$ cat config.mk
export PLATFORM = sky130hd
export DESIGN_NAME = obi_mux_2_to_1
export DESIGN_NICKNAME = d
export VERILOG_FILES = /design/src/rtl/obi_pkg.sv /design/src/rtl/obi_id_fifo.sv /design/src/rtl/obi_mux_2_to_1.sv
export SDC_FILE = /design/constraint.sdc
export NUM_CORES = 1
export LEC_CHECK = 0
export BUFFER_PORTS_ARGS = -buffer_cell sky130_fd_sc_hd__buf_4
export CAP_MARGIN = 20
export CORE_AREA = 5 5 119 121
export CTS_CLUSTER_DIAMETER = 30
export DETAILED_ROUTE_END_ITERATION = 8
export DIE_AREA = 0 0 124 126
export GPL_TIMING_DRIVEN = 0
export HOLD_SLACK_MARGIN = 0.15
export PLACE_DENSITY_LB_ADDON = 0.25
export SLEW_MARGIN = 20
export SYNTH_ARGS = -nofsm -noshare
export SYNTH_HDL_FRONTEND = slang
export SYNTH_HIERARCHICAL = 1
export SYNTH_SLANG_ARGS = --single-unit
export TNS_END_PERCENT = 30
$ cat constraint.sdc
create_clock -name clk_i -period 2.1 [get_ports clk_i]
set_clock_uncertainty 0.2 [all_clocks]
set_input_delay 0.42 -clock clk_i [delete_from_list [all_inputs] [get_ports clk_i]]
set_output_delay 0.42 -clock clk_i [all_outputs]
set_load 0.01 [all_outputs]
$ cat src/rtl/obi_pkg.sv
// Shared types and constants for the OBI interconnect blocks (muxes, demuxes, ID FIFOs).
package obi_pkg;

    typedef logic mgr_id_t;

    localparam int OBI_ADDR_WIDTH = 32;
    localparam int OBI_DATA_WIDTH = 32;

    // Pointer width for a FIFO of the given depth; never narrower than one bit.
    function automatic int ptr_width(input int depth);
        return (depth > 1) ? $clog2(depth) : 1;
    endfunction

endpackage

$ cat src/rtl/obi_id_fifo.sv
// In-order ID FIFO: remembers which manager owns each outstanding transaction.
module obi_id_fifo
    import obi_pkg::*;
#(
    parameter int WIDTH = 1,
    parameter int DEPTH = 2
) (
    input  logic             clk_i,
    input  logic             rst_ni,
    input  logic             push,
    input  logic [WIDTH-1:0] push_data,
    input  logic             pop,
    output logic             full,
    output logic             empty,
    output logic [WIDTH-1:0] head
);

    localparam int PW = ptr_width(DEPTH);
    localparam int CW = $clog2(DEPTH + 1);

    logic [WIDTH-1:0] mem [DEPTH];
    logic [PW-1:0]    rd_ptr;
    logic [PW-1:0]    wr_ptr;
    logic [CW-1:0]    count;
    logic             do_push;
    logic             do_pop;

    function automatic logic [PW-1:0] next_ptr(input logic [PW-1:0] ptr);
        return (ptr == PW'(DEPTH - 1)) ? '0 : ptr + PW'(1);
    endfunction

    assign full    = (count == CW'(DEPTH));
    assign empty   = (count == '0);
    assign head    = mem[rd_ptr];
    assign do_push = push & ~full;
    assign do_pop  = pop & ~empty;

    always_ff @(posedge clk_i or negedge rst_ni) begin
        if (!rst_ni) begin
            rd_ptr <= '0;
            wr_ptr <= '0;
            count  <= '0;
            for (int i = 0; i < DEPTH; i++) begin
                mem[i] <= '0;
            end
        end else begin
            if (do_push) begin
                mem[wr_ptr] <= push_data;
                wr_ptr      <= next_ptr(wr_ptr);
            end
            if (do_pop) begin
                rd_ptr <= next_ptr(rd_ptr);
            end
            // A simultaneous push and pop leaves the occupancy unchanged.
            case ({do_push, do_pop})
                2'b10:   count <= count + CW'(1);
                2'b01:   count <= count - CW'(1);
                default: count <= count;
            endcase
        end
    end

endmodule

$ cat src/rtl/obi_mux_2_to_1.sv
// Two OBI managers onto one subordinate: round-robin address arbitration and
// in-order response routing through an ID FIFO.
module obi_mux_2_to_1
    import obi_pkg::*;
#(
    parameter int MAX_OUTSTANDING = 2,
    parameter int ADDR_WIDTH      = OBI_ADDR_WIDTH,
    parameter int DATA_WIDTH      = OBI_DATA_WIDTH
) (
    input  logic                    clk_i,
    input  logic                    rst_ni,
    input  logic                    mgr0_req_i,
    output logic                    mgr0_gnt_o,
    input  logic [ADDR_WIDTH-1:0]   mgr0_addr_i,
    input  logic                    mgr0_we_i,
    input  logic [DATA_WIDTH/8-1:0] mgr0_be_i,
    input  logic [DATA_WIDTH-1:0]   mgr0_wdata_i,
    output logic                    mgr0_rvalid_o,
    output logic [DATA_WIDTH-1:0]   mgr0_rdata_o,
    input  logic                    mgr1_req_i,
    output logic                    mgr1_gnt_o,
    input  logic [ADDR_WIDTH-1:0]   mgr1_addr_i,
    input  logic                    mgr1_we_i,
    input  logic [DATA_WIDTH/8-1:0] mgr1_be_i,
    input  logic [DATA_WIDTH-1:0]   mgr1_wdata_i,
    output logic                    mgr1_rvalid_o,
    output logic [DATA_WIDTH-1:0]   mgr1_rdata_o,
    output logic                    sub_req_o,
    input  logic                    sub_gnt_i,
    output logic [ADDR_WIDTH-1:0]   sub_addr_o,
    output logic                    sub_we_o,
    output logic [DATA_WIDTH/8-1:0] sub_be_o,
    output logic [DATA_WIDTH-1:0]   sub_wdata_o,
    input  logic                    sub_rvalid_i,
    input  logic [DATA_WIDTH-1:0]   sub_rdata_i,
    output logic                    err_o
);

    mgr_id_t sel;
    mgr_id_t last_gnt;
    mgr_id_t id_head;
    logic    fifo_full;
    logic    fifo_empty;
    logic    handshake;
    logic    resp_pop;

    // Contention goes to the manager that was not granted last.
    always_comb begin
        sel = mgr_id_t'(1'b0);
        if (mgr0_req_i && mgr1_req_i) begin
            sel = ~last_gnt;
        end else if (mgr1_req_i) begin
            sel = mgr_id_t'(1'b1);
        end
    end

    // rst_ni gates the request so nothing leaks out while reset is held.
    assign sub_req_o   = rst_ni & (mgr0_req_i | mgr1_req_i) & ~fifo_full;
    assign sub_addr_o  = sel ? mgr1_addr_i  : mgr0_addr_i;
    assign sub_we_o    = sel ? mgr1_we_i    : mgr0_we_i;
    assign sub_be_o    = sel ? mgr1_be_i    : mgr0_be_i;
    assign sub_wdata_o = sel ? mgr1_wdata_i : mgr0_wdata_i;

    assign handshake  = sub_req_o & sub_gnt_i;
    assign mgr0_gnt_o = handshake & (sel == 1'b0);
    assign mgr1_gnt_o = handshake & (sel == 1'b1);

    assign resp_pop      = sub_rvalid_i & ~fifo_empty;
    assign mgr0_rvalid_o = resp_pop & (id_head == 1'b0);
    assign mgr1_rvalid_o = resp_pop & (id_head == 1'b1);
    assign mgr0_rdata_o  = sub_rdata_i;
    assign mgr1_rdata_o  = sub_rdata_i;

    obi_id_fifo #(
        .WIDTH (1),
        .DEPTH (MAX_OUTSTANDING)
    ) u_id_fifo (
        .clk_i     (clk_i),
        .rst_ni    (rst_ni),
        .push      (handshake),
        .push_data (sel),
        .pop       (resp_pop),
        .full      (fifo_full),
        .empty     (fifo_empty),
        .head      (id_head)
    );

    // A response with nothing outstanding is a protocol violation; it stays flagged.
    always_ff @(posedge clk_i or negedge rst_ni) begin
        if (!rst_ni) begin
            last_gnt <= mgr_id_t'(1'b1);
            err_o    <= 1'b0;
        end else begin
            if (handshake) begin
                last_gnt <= sel;
            end
            if (sub_rvalid_i && fifo_empty) begin
                err_o <= 1'b1;
            end
        end
    end

endmodule

## After elaboration in Yosys (flattened, before gate mapping)

Cells that the tools add are included.

| storage, ports and cells | value |
|---|---|
| register bits after elaboration | 8 |
| input bits | 176 |
| output and inout bits | 139 |

| cells by class | value |
|---|---|
| $add $sub $neg | 4 |
| $lt $le $gt $ge | 3 |
| equal/unequal tests | 3 |
| mux-type cells | 15 |
| bitwise logic cells | 18 |
| reduce and logical (&&, ||, !) cells | 5 |

Operators by type and width:

| kind | number |
|---|---|
| 2-to-1 mux 32 bit | 2 |
| AND 1 bit | 10 |
| 2-to-1 mux 1 bit | 9 |
| NOT 1 bit | 5 |
| == test 2 bit (second input constant) | 2 |
| greater-or-equal comparator 2 bit (second input constant) | 2 |
| 2-to-1 mux 4 bit | 1 |
| NOT 1 -> 2 bit | 2 |
| case mux 2 bit (2 select lines) | 1 |
| logical AND 1 bit | 3 |
| adder 1 bit (second input constant) | 2 |
| adder 2 x 1 -> 2 bit (second input constant) | 1 |
| bitwise mux 2 bit | 1 |
| == test 2 x 1 -> 1 bit (second input constant) | 1 |
| logical NOT 2 bit | 1 |
| < comparator 2 x 1 -> 1 bit (second input constant) | 1 |
| nonzero test 2 bit | 1 |
| subtractor 2 x 1 -> 2 bit (second input constant) | 1 |
| demux 1 bit (select 1 bit) | 1 |
| OR 1 bit | 1 |

## Logic depth before layout (Yosys ltp)

| logic depth | value |
|---|---|
| word-level depth | 7 |
| gate-level depth with buffers | 9 |
| gate-level depth less buffers | 9 |

## Cells and area by module

Netlist, hierarchy kept.

Modules (own cells, without submodules):

| module | times used | cells each | area each (sq um) | sequential area each (sq um) |
|---|---|---|---|---|
| obi_mux_2_to_1 | 1 | 157 | 1493.9 | 51.3 |
| obi_id_fifo | 1 | 23 | 282.8 | 150.1 |

## Worst setup path after synthesis

Ideal clock, no wire load.

| path | value |
|---|---|
| kind | input to output |
| from | input port mgr1_req_i |
| to | output port sub_addr_o[27] |
| data arrival time | 1285 ps |
| required time | 1480 ps |
| setup slack | 195 ps |
| cell stages on the path | 3 |
| buffers on the path | 1 |
| cell sequence | a21boi_4 buf_4 mux2_2 |

| on the way | value |
|---|---|
| longest elaborated chain between the ends | 3 |

RTL lines:

| element | line | RTL |
|---|---|---|
| start: declaration | obi_mux_2_to_1.sv:20 | `input logic mgr1_req_i,` |
| 2-to-1 mux 1 bit / logical AND 1 bit (equally long branches) | obi_mux_2_to_1.sv:52, obi_mux_2_to_1.sv:50 |  |
| 2-to-1 mux 1 bit * | obi_mux_2_to_1.sv:50 | `if (mgr0_req_i && mgr1_req_i) begin` |
| 2-to-1 mux 32 bit * | obi_mux_2_to_1.sv:59 | `assign sub_addr_o = sel ? mgr1_addr_i : mgr0_addr_i;` |
| end: declaration | obi_mux_2_to_1.sv:30 | `output logic [ADDR_WIDTH-1:0] sub_addr_o,` |

Mark *: on every way between the ends. The rest lies on a longest branch, timed or not.

## Worst setup path after layout

| path | value |
|---|---|
| from | register last_gnt |
| to | output port sub_wdata_o[10] |

| on the way | value |
|---|---|
| longest elaborated chain between the ends | 3 |

RTL lines:

| element | line | RTL |
|---|---|---|
| start: declaration | obi_mux_2_to_1.sv:40 | `mgr_id_t last_gnt;` |
| start signal: assignment | obi_mux_2_to_1.sv:91 | `last_gnt <= mgr_id_t'(1'b1);` |
| start signal: assignment | obi_mux_2_to_1.sv:95 | `last_gnt <= sel;` |
| NOT 1 bit | obi_mux_2_to_1.sv:51 | `sel = ~last_gnt;` |
| 2-to-1 mux 1 bit | obi_mux_2_to_1.sv:50 |  |
| 2-to-1 mux 32 bit | obi_mux_2_to_1.sv:62 | `assign sub_wdata_o = sel ? mgr1_wdata_i : mgr0_wdata_i;` |
| end: declaration | obi_mux_2_to_1.sv:33 | `output logic [DATA_WIDTH-1:0] sub_wdata_o,` |

No other way between the ends.

==> summary.txt <==
Timing
  • Tcrit/Tclk final: 1.07
  • Worst hold slack: between 200 and 250 ps
  • Final hold violations: 0
  • Min Clock Period, post-route: between 2000 and 2500 ps
  • Slew HR: 0.726
  • Post-route setup TNS: -6890 ps
  • Slew @ Worst Pin: 410 ps
  • Max-slew violations: 0
  • Fmax: 0.447 GHz
  • Setup-failing EPs final: about 70
  • RSZ-0062 raised after global routing: true
  • Worst setup margin: -138 ps

Floorplan
  • Core box area: roughly 13000 sq um
  • Die H: 126 microns
  • Die area: approximately 16000 sq um
  • Initial Util: 0.137
  • Die Wd: between 100 and 150 microns
  • Rows: 42
  • I/O pins: 315

Worst setup path
  • Reg2reg path depth: 8
  • CP max FO: 5
  • Worst EP arrival: 1620 ps
  • Reg2Reg Setup Slack: around 80 ps
  • CP Class: reg -> out
  • Critical-path cell list: a21boi_4 -> buf_6 -> clkbuf_16 -> mux2_4 -> buf_6
  • Largest delay contributor family on the critical path: buffers and inverters
  • Most frequent CP cell: buf_6
  • CP Launch Type: flip-flop
  • Critical path depth in cells: 5
  • CP max stage cell: dfstp_2
  • Worst Path Buf+Inv: 3
  • Crit path capture type: output pin
  • Critical Path Source: last_gnt$_DFFE_PN1P_
  • Critical Path RT: 1480 ps
  • Slowest stage delay, CP: 370 ps
  • RR Endpoint: u_id_fifo/count[1]$_DFFE_PN0P_
  • Worst Setup EP: sub_wdata_o[10]
  • Worst r2r src: u_id_fifo/count[0]$_DFFE_PN0P_

Clock tree
  • Reg clk slew, reported paths: about 40 ps
  • Clock Tree Root: clkbuf_16
  • Max clock buf depth: 2
  • Inserted Clock Buffers: 3
  • TritonCTS clock tree: built
  • Clock Latency Late Sink: 230 ps
  • Clock sinks: 8
  • Htree depth: 1

Pwr
  • Psw: 857 uW
  • Gate power share: 0.764
  • Flop pwr share: 0.112
  • Internal power: ~1.8 mW
  • Pwr Total: 2.64 mW
  • Power per cell area: 541 nW/um^2
  • Proportion of power drawn by the clock network: 0.124
  • Sw Ratio: 0.324
  • Lkg Pwr: 2.63 nW
  • Maximum vdd ir drop: approximately 0.55 mV

Global routing
  • First-pass GRT wire length: 14.9 mm
  • Grt ovf: 0
  • GRT Util Overall: 0.120
  • Antenna violations before repair: 0
  • Vias in the first global route: 2619
  • Largest net degree at the start of global routing: 12

Run
  • Max Cap Viol: 0

Placement
  • Port Buffers: 282
  • Placement Setup Slack: -321 ps
  • Placed cells: 638
  • Placer congestion estimate: around 0.76
  • Post-DP HPWL: 8.95 mm

Detailed routing
  • Met2 wire length: roughly 6.2 mm
  • Met3 WL: approximately 960 microns
  • Routed wire length: 10.9 mm
  • Metal-1 WL: 3.75 mm
  • Average routed wire per standard cell: 16.7 microns
  • Top Layer Used: met4
  • Initial drt markers: 35
  • DRC viols: 0
  • Via density: 3.72
  • Vias post-DR: roughly 2400
  • Final ANT Viol Nets: 0
  • Drt first pass iters: 4

Logic synthesis
  • Yosys reg bits: 8
  • Top_reg_cell synth: dfrtp_1
  • Async SR Flop Fraction: 1.00
  • Ranking of synthesized cells by area: mux2_2 41%, buf_4 28%, dfrtp_1 9.9%
  • Synth Cell Area: 1780 sq um
  • Sequential-to-total area share from yosys stat: 0.113
  • Largest area contributor in the netlist: mux2_2
  • Share of the synthesized area in the top cell type: 0.412
  • Post-synth top cells: 66 x buf_4, 65 x mux2_2, 7 x dfrtp_1, 7 x mux2_1, 5 x buf_6
  • EDFF count, synth: 0
  • YS warnings: 6
  • Gate Count Post-Synth: 180
  • Synthesized area per cell: 9.87 sq um
  • Post-Syn Nets: 357
  • Most frequent cell after synthesis: buf_4
  • Synth unique cells: 22

Finish
  • Final #Nets: 655
  • Antenna Cells: 0
  • Non-Filler Instances: 653
  • Area Growth Syn to Fin: 175%
  • Layout cells sized above 1: 0.927

Min path
  • HP Class: in -> reg

Run status
  • Status: finished, violations left
  • Violated checks: negative setup slack
sequential cells by signal, indices dropped and copies added, names as in the netlist:
signal            cells
u_id_fifo/count       2
u_id_fifo/mem         2
err_o                 1
last_gnt              1
u_id_fifo/rd_ptr      1
u_id_fifo/wr_ptr      1
layout by cell type (no fill, tap or decap):
master         count
nand2_1            2
mux2_1             1
mux2_4            60
a21o_1             1
nor3b_1            1
o22a_1             1
buf_8              3
nor2b_1            4
a21boi_4           1
and4b_1            2
nand2b_2           1
dfstp_2            1
xnor2_1            3
buf_6             63
buf_4            288
nor3b_2            1
nand3b_1           2
nand3_1            1
nor2_2             1
clkbuf_16          7
nor2_1             3
inv_1              1
dfrtp_1            7
buf_12             4
clkbuf_1           1
and2_1             1
mux2_2            11
ha_1               1
dlygate4sd3_1      1
buf_16             1
xor2_1             2
metrics by stage:
step | utilization | area (sq um)
after floorplan | - | 1780
after global placement | 0.317 | 4110
after detailed placement | 0.317 | 4110
after CTS | 0.354 | 4590
after global routing | 0.377 | 4890
final | 0.377 | 4890
worst min path at each step:
stage                       startpoint                             end  cells after the start
after floorplan                 rst_ni               err_o$_DFFE_PN0P_                      0
after global placement          rst_ni  u_id_fifo/count[0]$_DFFE_PN0P_                      1
after detailed placement        rst_ni  u_id_fifo/count[1]$_DFFE_PN0P_                      1
after CTS                 sub_rvalid_i               err_o$_DFFE_PN0P_                      2
after global routing      sub_rvalid_i               err_o$_DFFE_PN0P_                      2
final                     sub_rvalid_i               err_o$_DFFE_PN0P_                      2
cells by family after synthesis:
group | count (synthesis) | synth area share
buffers and inverters | 72 | 0.313
multiplexers | 72 | 0.456
AND/OR/NAND/NOR | 19 | 0.0662
flip-flops | 8 | 0.113
XOR/XNOR | 5 | 0.0247
AO/OA/AOI/OAI | 3 | 0.0197
adder cells (fa/ha/maj) | 1 | 0.00704
what timing repair did:
action	4_1_cts	5_1_grt
hold buffers	1	0
pin swaps	1	1
gates cloned	2	4
resized for setup	88	52
setup endpoints to repair	71	73
endpoints found under the hold margin	8	0
setup buffers	4	0
worst reg2reg max path: stages, from the launching register on:
cell      delay (ps)
dfrtp_1          390
nand2b_2         170
inv_1             70
nand3b_1         220
nor2_2           150
nand2_1          110
ha_1             330
nor2_1           140
xor2_1           160
routing by layer:
metal / vias up / GRT usage
met2: 117 / 0.245
li1: 1155 / -
met3: 4 / 0.0206
met4: 0 / 0.0148
met1: 1153 / 0.127
met5: - / 0
layout make-up:
type,count,area (sq um)
Buffer,71,589
Clock buffer,4,78.8
Fill cell,1327,8090
Inverter,1,3.75
Multi-Input combinational cell,100,1250
Sequential cell,8,201
Tap cell,176,220
Timing Repair Buffer,293,2540
power groups by stage:
stage	logic [mW]	registers, mW	clock network (mW)
finish	2.02	0.296	0.328
global route	2.15	0.305	0.346
CTS	1.85	0.295	0.339
detailed placement	1.56	0.300	0
global placement	1.54	0.296	0
floorplan	0.816	0.287	0
No activity file was read; power rests on OpenSTA's default activity.
